### config.mk
export PLATFORM = sky130hd
export DESIGN_NAME = lcd_feed_sched
export DESIGN_NICKNAME = d
export VERILOG_FILES = /design/src/rtl/lcd_feed_sched.sv
export SDC_FILE = /design/constraint.sdc
export NUM_CORES = 1
export LEC_CHECK = 0
export BUFFER_PORTS_ARGS = -buffer_cell sky130_fd_sc_hd__clkbuf_2
export CORE_UTILIZATION = 50
export CTS_BUF_LIST = sky130_fd_sc_hd__clkbuf_16
export DETAILED_ROUTE_END_ITERATION = 10
export PLACE_DENSITY = 0.68
export SYNTH_ARGS = -nofsm -noshare
export SYNTH_HDL_FRONTEND = slang
export SYNTH_SLANG_ARGS = --single-unit
### constraint.sdc
create_clock -name LcdFeed_clk -period 2.8 [get_ports LcdFeed_clk]
set_input_delay 0.84 -clock LcdFeed_clk [delete_from_list [all_inputs] [get_ports LcdFeed_clk]]
set_output_delay 0.84 -clock LcdFeed_clk [all_outputs]
set_load 0.05 [all_outputs]
### src/rtl/lcd_feed_sched.sv
// lcd_feed_sched: FIFO-buffered pacer for LCD block codes (init/row/page idle slots); 1-cycle registered slot output.
// In_Ready = !full and full-FIFO pushes are dropped; `define LCD_FEED_STATS_EN adds the Page_Count output.
module lcd_feed_sched #(
   parameter int            DW         = 2,
   parameter int            FIFO_DEPTH = 8,
   parameter int            INIT_GAP   = 7,
   parameter int            ROW_LEN    = 16,
   parameter int            ROW_GAP    = 1,
   parameter int            PAGE_LEN   = 64,
   parameter int            PAGE_GAP   = 8,
   parameter logic [DW-1:0] FILL       = '0
) (
   input  logic                          LcdFeed_clk,
   input  logic                          LcdFeed_rst_n,
   input  logic                          Enable,
   input  logic [DW-1:0]                 In_Data,
   input  logic                          In_Valid,
   output logic                          In_Ready,
   output logic [DW-1:0]                 Lcd_Data,
   output logic                          Lcd_Valid,
   output logic                          Lcd_Gap,
   output logic                          Underrun,
   output logic [$clog2(FIFO_DEPTH):0]   Level
`ifdef LCD_FEED_STATS_EN
   ,
   output logic [15:0]                   Page_Count
`endif
);

   localparam int AW   = $clog2(FIFO_DEPTH);
   localparam int GMX1 = (INIT_GAP > ROW_GAP) ? INIT_GAP : ROW_GAP;
   localparam int GMAX = (GMX1 > PAGE_GAP) ? GMX1 : PAGE_GAP;
   localparam int GW   = $clog2(GMAX + 1);
   localparam int RW   = (ROW_LEN > 1) ? $clog2(ROW_LEN) : 1;
   localparam int PW   = (PAGE_LEN > 1) ? $clog2(PAGE_LEN) : 1;

   typedef enum logic [2:0] {
      ST_IDLE,
      ST_INIT,
      ST_STREAM,
      ST_ROW_GAP,
      ST_PAGE_GAP
   } state_t;

   state_t        state_q;
   logic [GW-1:0] gap_cnt_q;
   logic [RW-1:0] row_cnt_q;
   logic [PW-1:0] page_cnt_q;

   logic [DW-1:0] mem_q [FIFO_DEPTH];
   logic [AW-1:0] wr_ptr_q, rd_ptr_q;
   logic [AW:0]   count_q, count_d;
   logic          full, empty, push, pop;

   assign full     = (count_q == (AW+1)'(FIFO_DEPTH));
   assign empty    = (count_q == '0);
   assign push     = In_Valid && !full;
   assign pop      = (state_q == ST_STREAM) && Enable && !empty;
   assign In_Ready = !full;
   assign Level    = count_q;

   always_comb begin
      count_d = count_q;
      if (push && !pop) begin
         count_d = count_q + 1'b1;
      end else if (pop && !push) begin
         count_d = count_q - 1'b1;
      end
   end

   // Storage is not reset; occupancy and pointers alone define validity.
   always_ff @(posedge LcdFeed_clk) begin
      if (push) begin
         mem_q[wr_ptr_q] <= In_Data;
      end
   end

   always_ff @(posedge LcdFeed_clk or negedge LcdFeed_rst_n) begin
      if (!LcdFeed_rst_n) begin
         wr_ptr_q <= '0;
         rd_ptr_q <= '0;
         count_q  <= '0;
      end else begin
         if (push) wr_ptr_q <= wr_ptr_q + 1'b1;
         if (pop)  rd_ptr_q <= rd_ptr_q + 1'b1;
         count_q <= count_d;
      end
   end

`ifdef LCD_FEED_STATS_EN
   logic [15:0] page_count_q;
   assign Page_Count = page_count_q;
`endif

   always_ff @(posedge LcdFeed_clk or negedge LcdFeed_rst_n) begin
      if (!LcdFeed_rst_n) begin
         state_q    <= ST_IDLE;
         gap_cnt_q  <= '0;
         row_cnt_q  <= '0;
         page_cnt_q <= '0;
         Lcd_Data   <= '0;
         Lcd_Valid  <= 1'b0;
         Lcd_Gap    <= 1'b0;
         Underrun   <= 1'b0;
`ifdef LCD_FEED_STATS_EN
         page_count_q <= '0;
`endif
      end else if (!Enable) begin
         state_q    <= ST_IDLE;
         gap_cnt_q  <= '0;
         row_cnt_q  <= '0;
         page_cnt_q <= '0;
         Lcd_Valid  <= 1'b0;
         Lcd_Gap    <= 1'b0;
      end else begin
         case (state_q)
            ST_IDLE: begin
               Lcd_Valid <= 1'b0;
               Lcd_Gap   <= 1'b0;
               Underrun  <= 1'b0;
               gap_cnt_q <= '0;
               state_q   <= ST_INIT;
            end
            ST_INIT, ST_ROW_GAP, ST_PAGE_GAP: begin
               Lcd_Valid <= 1'b0;
               Lcd_Gap   <= 1'b1;
               if (((state_q == ST_INIT)     && (gap_cnt_q == GW'(INIT_GAP - 1))) ||
                   ((state_q == ST_ROW_GAP)  && (gap_cnt_q == GW'(ROW_GAP - 1)))  ||
                   ((state_q == ST_PAGE_GAP) && (gap_cnt_q == GW'(PAGE_GAP - 1)))) begin
                  gap_cnt_q <= '0;
                  state_q   <= ST_STREAM;
               end else begin
                  gap_cnt_q <= gap_cnt_q + 1'b1;
               end
            end
            ST_STREAM: begin
               Lcd_Valid <= 1'b1;
               Lcd_Gap   <= 1'b0;
               gap_cnt_q <= '0;
               // An empty slot still advances the counters so the LCD stays aligned.
               if (empty) begin
                  Lcd_Data <= FILL;
                  Underrun <= 1'b1;
               end else begin
                  Lcd_Data <= mem_q[rd_ptr_q];
               end
               if (row_cnt_q == RW'(ROW_LEN - 1)) begin
                  row_cnt_q <= '0;
                  if (page_cnt_q == PW'(PAGE_LEN - 1)) begin
                     page_cnt_q <= '0;
                     state_q    <= ST_PAGE_GAP;
`ifdef LCD_FEED_STATS_EN
                     page_count_q <= page_count_q + 16'd1;
`endif
                  end else begin
                     page_cnt_q <= page_cnt_q + 1'b1;
                     state_q    <= ST_ROW_GAP;
                  end
               end else begin
                  row_cnt_q  <= row_cnt_q + 1'b1;
                  page_cnt_q <= page_cnt_q + 1'b1;
               end
            end
            default: begin
               state_q   <= ST_IDLE;
               Lcd_Valid <= 1'b0;
               Lcd_Gap   <= 1'b0;
            end
         endcase
      end
   end

endmodule

======== Word-level counts from Yosys, hierarchy flattened ========
Memory sizes are Yosys's and may differ from the RTL's.
Cells that the tools add are included.
word-level totals
  register bits ........................... 32
  memory bits (writable) .................. 16
  bits of input ports ..................... 6
  output and inout bits ................... 10
  word-level logic and storage cells ...... 83
  memories ................................ 1
cells by class
  add/sub/neg operators ................... 7
  eq/ne operators ......................... 14
  muxes and demuxes ....................... 26
  reduce and logical (&&, ||, !) cells .... 24
memory list
  name   depth  bits a word  read ports  clocked after Yosys merged registers in  write ports  line  text
  mem_q  8      2            1           0                                        1            50    logic [DW-1:0] mem_q [FIFO_DEPTH];
operators with widths
  operator             number
  $mux 4               7
  $mux 6               4
  $add 4x1->4 const B  3
  $mux 3               4
  $pmux 3 s3           1
  $eq 4x3->1 const B   2
  $eq 4x4->1 const B   2
  $logic_and 1x1->1    8
  $logic_not 4->1      2
  $pmux 4 s2           1
  $mux 1               7
  $add 3x1->3 const B  2
  $add 6x1->6 const B  1
  $eq 3x2->1 const B   2
  $eq 6x6->1 const B   1
  $ne 3x2->1 const B   2
  $logic_not 1->1      4
  $reduce_and 2->1     2
  $reduce_bool 2->1    2
  $sub 4x1->4 const B  1
  $eq 3x1->1 const B   1
  $eq 3x3->1 const B   1
  $logic_not 3->1      1
  $ne 3x3->1 const B   1
  other kinds (8)      9

======== Depth between registers and ports, before layout ========
Gate-level depths: netlist (run 1).
  depth in word-level cells ............... 7
  gate-level depth with buffers ........... 13
  depth with buffers taken out ............ 12

======== Worst setup path before layout (run 1) ========
OpenSTA, ideal clock, no wires.
  path type ............................... reg-to-reg
  start ................................... reg count_q[0], in the netlist Level[0]
  end ..................................... reg count_q[3], in the netlist Level[3]
  library setup time ...................... 0.145 ns
  arrival ................................. 2.791 ns
  slack ................................... -0.136 ns
  stages on the path, launching flop included .. 13
  path buffers ............................ 0
  period minus slack after synthesis ...... 2.936 ns
  path through ............................ dfrtp_1 -> nor3_1 -> nand2_1 -> nand2_1 -> inv_1 -> ha_1 -> inv_1 -> ha_1 -> a21o_1 -> a21oi_1 -> xnor2_1 -> nor2_1 -> xor2_1
between the ends
  longest elaborated chain between the ends .. 6
  elaborated cells between the ends (all ways) .. 15
  classes of those cells .................. add/sub (2); eq/ne (1); mux (2); reduce/logical (10)
RTL lines
  what                         line  text
  start: declaration           52    logic [AW:0] count_q, count_d;
  start signal: assignment     86    count_q <= count_d;
  $eq 4x4->1 *                 55    assign full = (count_q == (AW+1)'(FIFO_DEPTH));
  $logic_not 1->1 *            -
  named net In_Ready           18    output logic In_Ready,
  $logic_and 1x1->1 *          57    assign push = In_Valid && !full;
  named net push               53    logic full, empty, push, pop;
  $logic_not 1->1              66    end else if (pop && !push) begin
  $logic_and 1x1->1            66
  $reduce_bool 2->1 (no line)  -
Mark *: on every way through the listed nets, which the timed path passes. The rest lies on a longest branch. The select of a mux whose other input is x is not followed.
A chain may end at the register's enable or synchronous reset.

======== Worst setup path in the final report (run 1) ========
  start ................................... reg count_q[1], in the netlist Level[1]
  end ..................................... reg count_q[3], in the netlist Level[3]
between the ends
  longest elaborated chain between the ends .. 6
  elaborated cells between the ends (all ways) .. 15
  classes of those cells .................. add/sub (2); eq/ne (1); mux (2); reduce/logical (10)
RTL lines
  what
  branches (longest 6 deep; another with $sub 4x1->4)
Several ways; the timed one is not identified. The select of a mux whose other input is x is not followed.

==> results.json, run 1 <==
{
  "outcome": "finished with violations",
  "violations": "DRC",
  "insertedDiodeCount": 0,
  "antenna_found_initial": 0,
  "clk-insertion-delay-late_ns": 0.29,
  "cp_data_arrival_time_ns": 2.66,
  "cts_max_path_buffers": 2,
  "cellLeakagePower_uw": 0.00115,
  "vias_per_cell": 5.44,
  "areaGrowthSynthToFinish_pct": 14.9,
  "tritoncts": "yes",
  "drt_pre_antenna_iters": 7,
  "worst_ir_drop_vdd_uv": 666,
  "r2r_cell_count": 12,
  "r2r_setup_slack_ns": 0.31,
  "die_area_sq_um": 4980,
  "synth-seq-area-share": 0.545,
  "yosys.area.top_type": "dfrtp_1",
  "synthArstFlopShare": 0.667,
  "global_route.usage.total": 0.181,
  "routed_wirelength_um": 3870,
  "numPortBuffers": 15,
  "drt_drc_violations_left": 4,
  "r2r-end": "Level[3]",
  "grtUsageMet3": 0.0470,
  "dieWidth_um": 70.6,
  "relSlewSlack": 0.472,
  "synth_nets": 223,
  "globalRouteOverflowTotal": 0,
  "grt_most_used_layer": "met2",
  "synth_edf_count": 16,
  "cells_after_synth": 206,
  "cts_post_setup_buffers_inserted": 0,
  "layout.cell_area.non_filler_sq_um": 2700,
  "fin_tns_setup_ns": 0,
  "hold_path_startpoint": "Lcd_Data[0]",
  "rsz_0062_raised_after_global_routing": "false",
  "power_density_nw_per_um2": 818,
  "synth.top_cells.by_count": "nand2_1, dfrtp_1, edfxtp_1, a21oi_1, ha_1",
  "critical_path.max_fanout": 6,
  "post_drt_wl_per_cell_um": 13.8,
  "yosys-top-cells-area": "dfrtp_1, edfxtp_1, nand2_1, ha_1, mux4_2",
  "power.combinational.fraction": 0.223,
  "final.hold.worst_slack_ns": 0.483,
  "internal_power_uw": 1530,
  "mappedNetlistArea_sq_um": 2350,
  "cts-htree-levels": 2,
  "finalWorstPathRequiredPeriod_ns": 2.49,
  "rows": 24,
  "cts_hold_repair.buffers": 0,
  "maxClockFrequency_mhz": 402,
  "final_antenna_net_count": 0,
  "design.final.nets": 244,
  "place_congestion": 0.767,
  "synth-main-ff-cell": "dfrtp_1",
  "cts_num_sinks": 48,
  "post_cts_resize_count": 0,
  "clock_skew_ns": 0.00464,
  "worst-slew-pin-transition_ns": 0.792,
  "multi_input_comb_area_sq_um": 1000,
  "final.period_utilization": 0.888,
  "drtIter0Drc": 61,
  "path_clk_slew_ns": 0.07,
  "power.share.switching": 0.308,
  "start_util": 0.529,
  "io_pins": 16,
  "p_seq_frac": 0.427,
  "p_sw_uw": 681,
  "final_core_util": 0.608,
  "synthDominantCellAreaShare": 0.341,
  "grt_first_pass_wirelength_um": 6790,
  "synth.avg_cell_area_sq_um": 11.4,
  "grt_max_degree": 33,
  "kind_of_launch_point_of_the_worst_setup_path": "register",
  "numCtsBuffers": 5,
  "final.fill_count": 372,
  "synthMostInstantiatedCell": "nand2_1",
  "ys_types": 44,
  "grtUsageMet2": 0.261,
  "critical_path.reg2reg.startpoint": "Level[1]",
  "critical_path_required_ns": 2.97,
  "setup_violations": 0,
  "number_of_global_route_vias_before_repair": 1472,
  "cts_root_buf": "clkbuf_16",
  "hpwlAfterDp_um": 2790,
  "slew_viol_final": 0,
  "number_of_max_cap_violations": 0,
  "dpl-instance-area_sq_um": 2510,
  "synth_warnings": 0,
  "pwr-share-clk": 0.349,
  "whs_path_depth": 2,
  "min-delay-path-class": "reg2reg",
  "worstSetupPathType": "reg2reg",
  "finalHoldViolations": 0,
  "drive_gt1_frac": 0.189,
  "worstSetupEndpointType": "register",
  "hold_path_end": "Lcd_Data[0]",
  "fp.dieH_um": 70.6,
  "use_met1": 0.258,
  "design.core.area_sq_um": 4440,
  "seq_area_sq_um": 1280,
  "num_vias": 1523,
  "postSynthRegisterBits": 48
}
worst max-delay path, cell delays in order (launching register included):
cell     delay [ns]
dfrtp_2        0.46
nor4_1         0.33
buf_4          0.20
nor2_1         0.06
inv_1          0.09
ha_1           0.18
inv_1          0.09
ha_1           0.28
a21o_1         0.18
a21oi_1        0.18
xnor2_1        0.13
nor2_1         0.06
xor2_1         0.14
flip-flops by register name, summed over array words and instances (netlist names), 2 cells and up:
| name | count |
|---|---|
| Lcd_Data | 2 |
| Level | 4 |
| gap_cnt_q | 4 |
| mem_q | 16 |
| page_cnt_q | 6 |
| rd_ptr_q | 3 |
| row_cnt_q | 4 |
| state_q | 3 |
| wr_ptr_q | 3 |
per-stage QoR:
stage,cells,total power [uW],setup slack [ns]
finish,280,2210,0.315
global route,280,2320,0.128
CTS,280,2240,0.321
detailed placement,272,1450,0.0789
global placement,272,1440,0.182
floorplan,206,1320,0.0538
cell usage in the layout, fill, tap and decap left out, drive strengths merged, types with 3 or more instances in the layout:
cell	netlist	layout
xor2	5	5
nor2	10	10
edfxtp	16	16
nor3	6	6
mux4	4	4
ha	10	10
nand3	4	4
nor3b	3	3
inv	9	10
dfrtp	32	32
nand2	35	35
a21oi	10	10
xnor2	8	8
buf	4	6
and3	3	3
clkbuf	3	20
nand2b	4	4
o21ai	11	11
worst max path at each step:
stage,end,depth (start not counted),start,slack (ns)
finish,Level[3],12,Level[1],0.31
global route,Level[3],12,Level[1],0.13
CTS,Level[3],12,Level[1],0.32
detailed placement,Level[3],12,Enable,0.08
global placement,Level[3],12,Enable,0.18
floorplan,Level[3],12,Level[2],0.05
cell type report:
class / count / share of cell area
inverters: 9 / 0.0125
multi-input cells: 142 / 0.372
well taps: 52 / 0.0241
flip-flops and latches: 48 / 0.475
clock inverters: 3 / 0.0255
clock buffers: 5 / 0.0463
repair buffers: 21 / 0.0445
layer usage:
metal  routed length [um]  part of all wire  vias up
met5                    0                 0        -
met4                   72             0.019        0
met3                  130             0.034        7
met2                 1690              0.44       25
met1                 1980              0.51      719
li1                     -                 -      772
kinds of logic (layout without fill, tap and decap cells):
family          after synthesis  count (layout)  share of synthesized area
compound gates               33              33                     0.0911
xor+xnor                     13              13                     0.0485
fa+ha+maj                    11              11                     0.0618
buf+inv                      16              38                     0.0288
flops                        48              48                      0.545
mux                           8               8                     0.0564
simple gates                 77              77                      0.168
power groups by stage:
stage | combinational, uW | sequential [uW] | clock, uW
detailed placement | 498 | 956 | 0
finish | 494 | 944 | 772
global placement | 490 | 952 | 0
CTS | 500 | 944 | 791
global route | 540 | 961 | 818
floorplan | 282 | 1040 | 0
Power figures use the tool's default switching activity.
==> run 2: changes to the inputs <==
--- a/config.mk
+++ b/config.mk
@@ -5,11 +5,13 @@
 export SDC_FILE = /design/constraint.sdc
 export NUM_CORES = 1
 export LEC_CHECK = 0
+export ABC_AREA = 1
 export BUFFER_PORTS_ARGS = -buffer_cell sky130_fd_sc_hd__clkbuf_2
 export CORE_UTILIZATION = 50
 export CTS_BUF_LIST = sky130_fd_sc_hd__clkbuf_16
 export DETAILED_ROUTE_END_ITERATION = 10
 export PLACE_DENSITY = 0.68
+export SKIP_LAST_GASP = 1
 export SYNTH_ARGS = -nofsm -noshare
 export SYNTH_HDL_FRONTEND = slang
 export SYNTH_SLANG_ARGS = --single-unit
==> results.json, run 2 <==
{
  "outcome": "completed",
  "mappedNetlistArea_sq_um": 2340,
  "cellLeakagePower_uw": 0.00121,
  "top_regs": "mem_q (16), page_cnt_q (6)",
  "grt_max_degree": 33,
  "maxClockFrequency_mhz": 413,
  "final_antenna_net_count": 0,
  "cts_root_buf": "clkbuf_16",
  "synthArstFlopShare": 0.667,
  "path_clk_slew_ns": 0.07,
  "place_congestion": 0.732,
  "kind_of_launch_point_of_the_worst_setup_path": "primary input",
  "finalWorstPathRequiredPeriod_ns": 2.42,
  "crit_chain": "clkbuf_2 > inv_1 > nor2_8 > nand2_4 > ha_1 > inv_1 > ha_1 > a21oi_1 > a21oi_1 > nor2_1 > xor2_1",
  "synth_warnings": 0,
  "cts_post_setup_buffers_inserted": 0,
  "cells_after_synth": 250,
  "worstSetupPathType": "in2reg",
  "fp.dieH_um": 70.4,
  "synth.top_cells.by_count": "nand2_1, dfrtp_1, nor2_1, o21ai_0, inv_1",
  "rsz_0062_raised_after_global_routing": "false",
  "postSynthRegisterBits": 48,
  "drt_pre_antenna_iters": 4,
  "critical_path_required_ns": 3.01,
  "number_of_flip_flops_in_the_largest_register": 16,
  "post_cts_resize_count": 0,
  "seq_area_sq_um": 1280,
  "min-delay-path-class": "reg2reg",
  "drtIter0Drc": 50,
  "yosys-top-cells-area": "dfrtp_1, edfxtp_1, nand2_1, ha_1, nor2_1",
  "grt_first_pass_wirelength_um": 7250,
  "synth_edf_count": 16,
  "worst_ir_drop_vdd_uv": 703,
  "rows": 24,
  "antenna_found_initial": 0,
  "drive_gt1_frac": 0.129,
  "yosys.area.top_type": "dfrtp_1",
  "tritoncts": "yes",
  "num_vias": 1674,
  "cts_hold_repair.buffers": 0,
  "critPathBufInv": 3,
  "worst-slew-pin-transition_ns": 0.782,
  "register_with_the_most_flip_flops": "mem_q",
  "setup_violations": 0,
  "post_drt_wl_per_cell_um": 12.9,
  "synth-main-ff-cell": "dfrtp_1",
  "clock_skew_ns": 0.00410,
  "ys_types": 29,
  "critical_path.max_fanout": 9,
  "worstSetupEndpointType": "register",
  "routed_wirelength_um": 4170,
  "cts_max_path_buffers": 2,
  "die_area_sq_um": 4950,
  "layout.cell_area.non_filler_sq_um": 2640,
  "global_route.usage.total": 0.191,
  "cts-htree-levels": 2,
  "synth.avg_cell_area_sq_um": 9.34,
  "critical_path.max_stage_delay_ns": 0.29,
  "synthDominantCellAreaShare": 0.343,
  "multi_input_comb_area_sq_um": 957,
  "design.core.area_sq_um": 4410,
  "final_common_cell": "nand2_1",
  "dpl-instance-area_sq_um": 2470,
  "synth_nets": 267,
  "relSlewSlack": 0.479,
  "synth-seq-area-share": 0.548,
  "final.fill_count": 368,
  "synthMostInstantiatedCell": "nand2_1",
  "number_of_global_route_vias_before_repair": 1626,
  "clk-insertion-delay-late_ns": 0.29,
  "start_util": 0.529,
  "io_pins": 16,
  "number_of_max_cap_violations": 0,
  "vias_per_cell": 5.18,
  "design.final.nets": 287,
  "numCtsBuffers": 5,
  "drt_drc_violations_left": 0,
  "slew_viol_final": 0,
  "critical_path.top_delay_family": "adder cells",
  "critical-path-slowest-cell": "ha_1",
  "hpwlAfterDp_um": 2950,
  "power_density_nw_per_um2": 1040,
  "insertedDiodeCount": 0,
  "numPortBuffers": 15,
  "areaGrowthSynthToFinish_pct": 12.9,
  "final.period_utilization": 0.866,
  "cp_data_arrival_time_ns": 2.63,
  "cts_num_sinks": 48,
  "layout.cells.most_common_list": "nand2_1, dfrtp_1, nor2_1",
  "dieWidth_um": 70.4,
  "finalHoldViolations": 0,
  "globalRouteOverflowTotal": 0,
  "fin_tns_setup_ns": 0
}
## run 2: cell types whose count changed after synthesis, moves of 4 or more
cell      delta
nand2b_1     -4
nor3_1       -6
nand2_1     +26
mux4_2       -4
inv_1       +11
o21ai_0     +14
xnor2_1      -5
nand3_1     +11
nand2_2      +4
nor2_1      +23
## run 2: cells by family (layout without fill, tap and decap cells)
group | count (synthesis) | count (layout) | synth area share
XOR/XNOR | 9 | 9 | 0.0337
AND/OR/NAND/NOR | 119 | 119 | 0.224
adder cells (fa/ha/maj) | 11 | 11 | 0.0621
flip-flops | 48 | 48 | 0.548
buffers and inverters | 25 | 46 | 0.0418
AO/OA/AOI/OAI | 38 | 38 | 0.0900
## run 2: through the flow
stage                     instances  setup WS [ns]  hold slack (ns)  power [uW]   util
after floorplan                 250         0.0363            0.487        1820      -
after global placement          315          0.220            0.470        2040  0.559
after detailed placement        315          0.128            0.482        2060  0.559
after CTS                       323          0.401            0.500        2760  0.598
after global routing            323          0.264            0.509        2910  0.598
final                           323          0.376            0.495        2740  0.598
## run 2: worst min-delay path, stage by stage (launching register included)
cell,delay [ns]
dfrtp_1,0.35
nand2_1,0.06
nand2_1,0.05
## run 2: worst paths after layout
kind / from / endpoint / slack (ns) / depth (start not counted)
max reg2reg: state_q[2] / Level[3] / 0.49 / 11
min in group asynchronous: LcdFeed_rst_n / Underrun / 0.62 / 1
max: Enable / Level[3] / 0.38 / 11
max in group asynchronous: LcdFeed_rst_n / rd_ptr_q[0] / 1.69 / 1
min reg2reg: Lcd_Data[1] / Lcd_Data[1] / 0.50 / 2
min: Lcd_Data[1] / Lcd_Data[1] / 0.50 / 2
## run 2: area by class of cell
| class | count | area share |
|---|---|---|
| Timing Repair Buffer | 15 | 0.0285 |
| Sequential cell | 48 | 0.486 |
| Tap cell | 52 | 0.0247 |
| Clock buffer | 5 | 0.0474 |
| Clock inverter | 3 | 0.0176 |
| Inverter | 23 | 0.0332 |
| Multi-Input combinational cell | 177 | 0.363 |
## run 2: metal layers
metal / global-route usage / vias to the layer above / wire [um]
met1: 0.244 / 784 / 1990
met3: 0.0519 / 8 / 146
met4: 0.0778 / 0 / 68
li1: - / 858 / -
met5: 0 / - / 0
met2: 0.306 / 24 / 1960
## run 2: where the power goes
part / internal [uW] / switching (uW) / total, uW
Sequential: 895 / 176 / 1070
Clock: 424 / 268 / 693
Combinational: 308 / 670 / 978
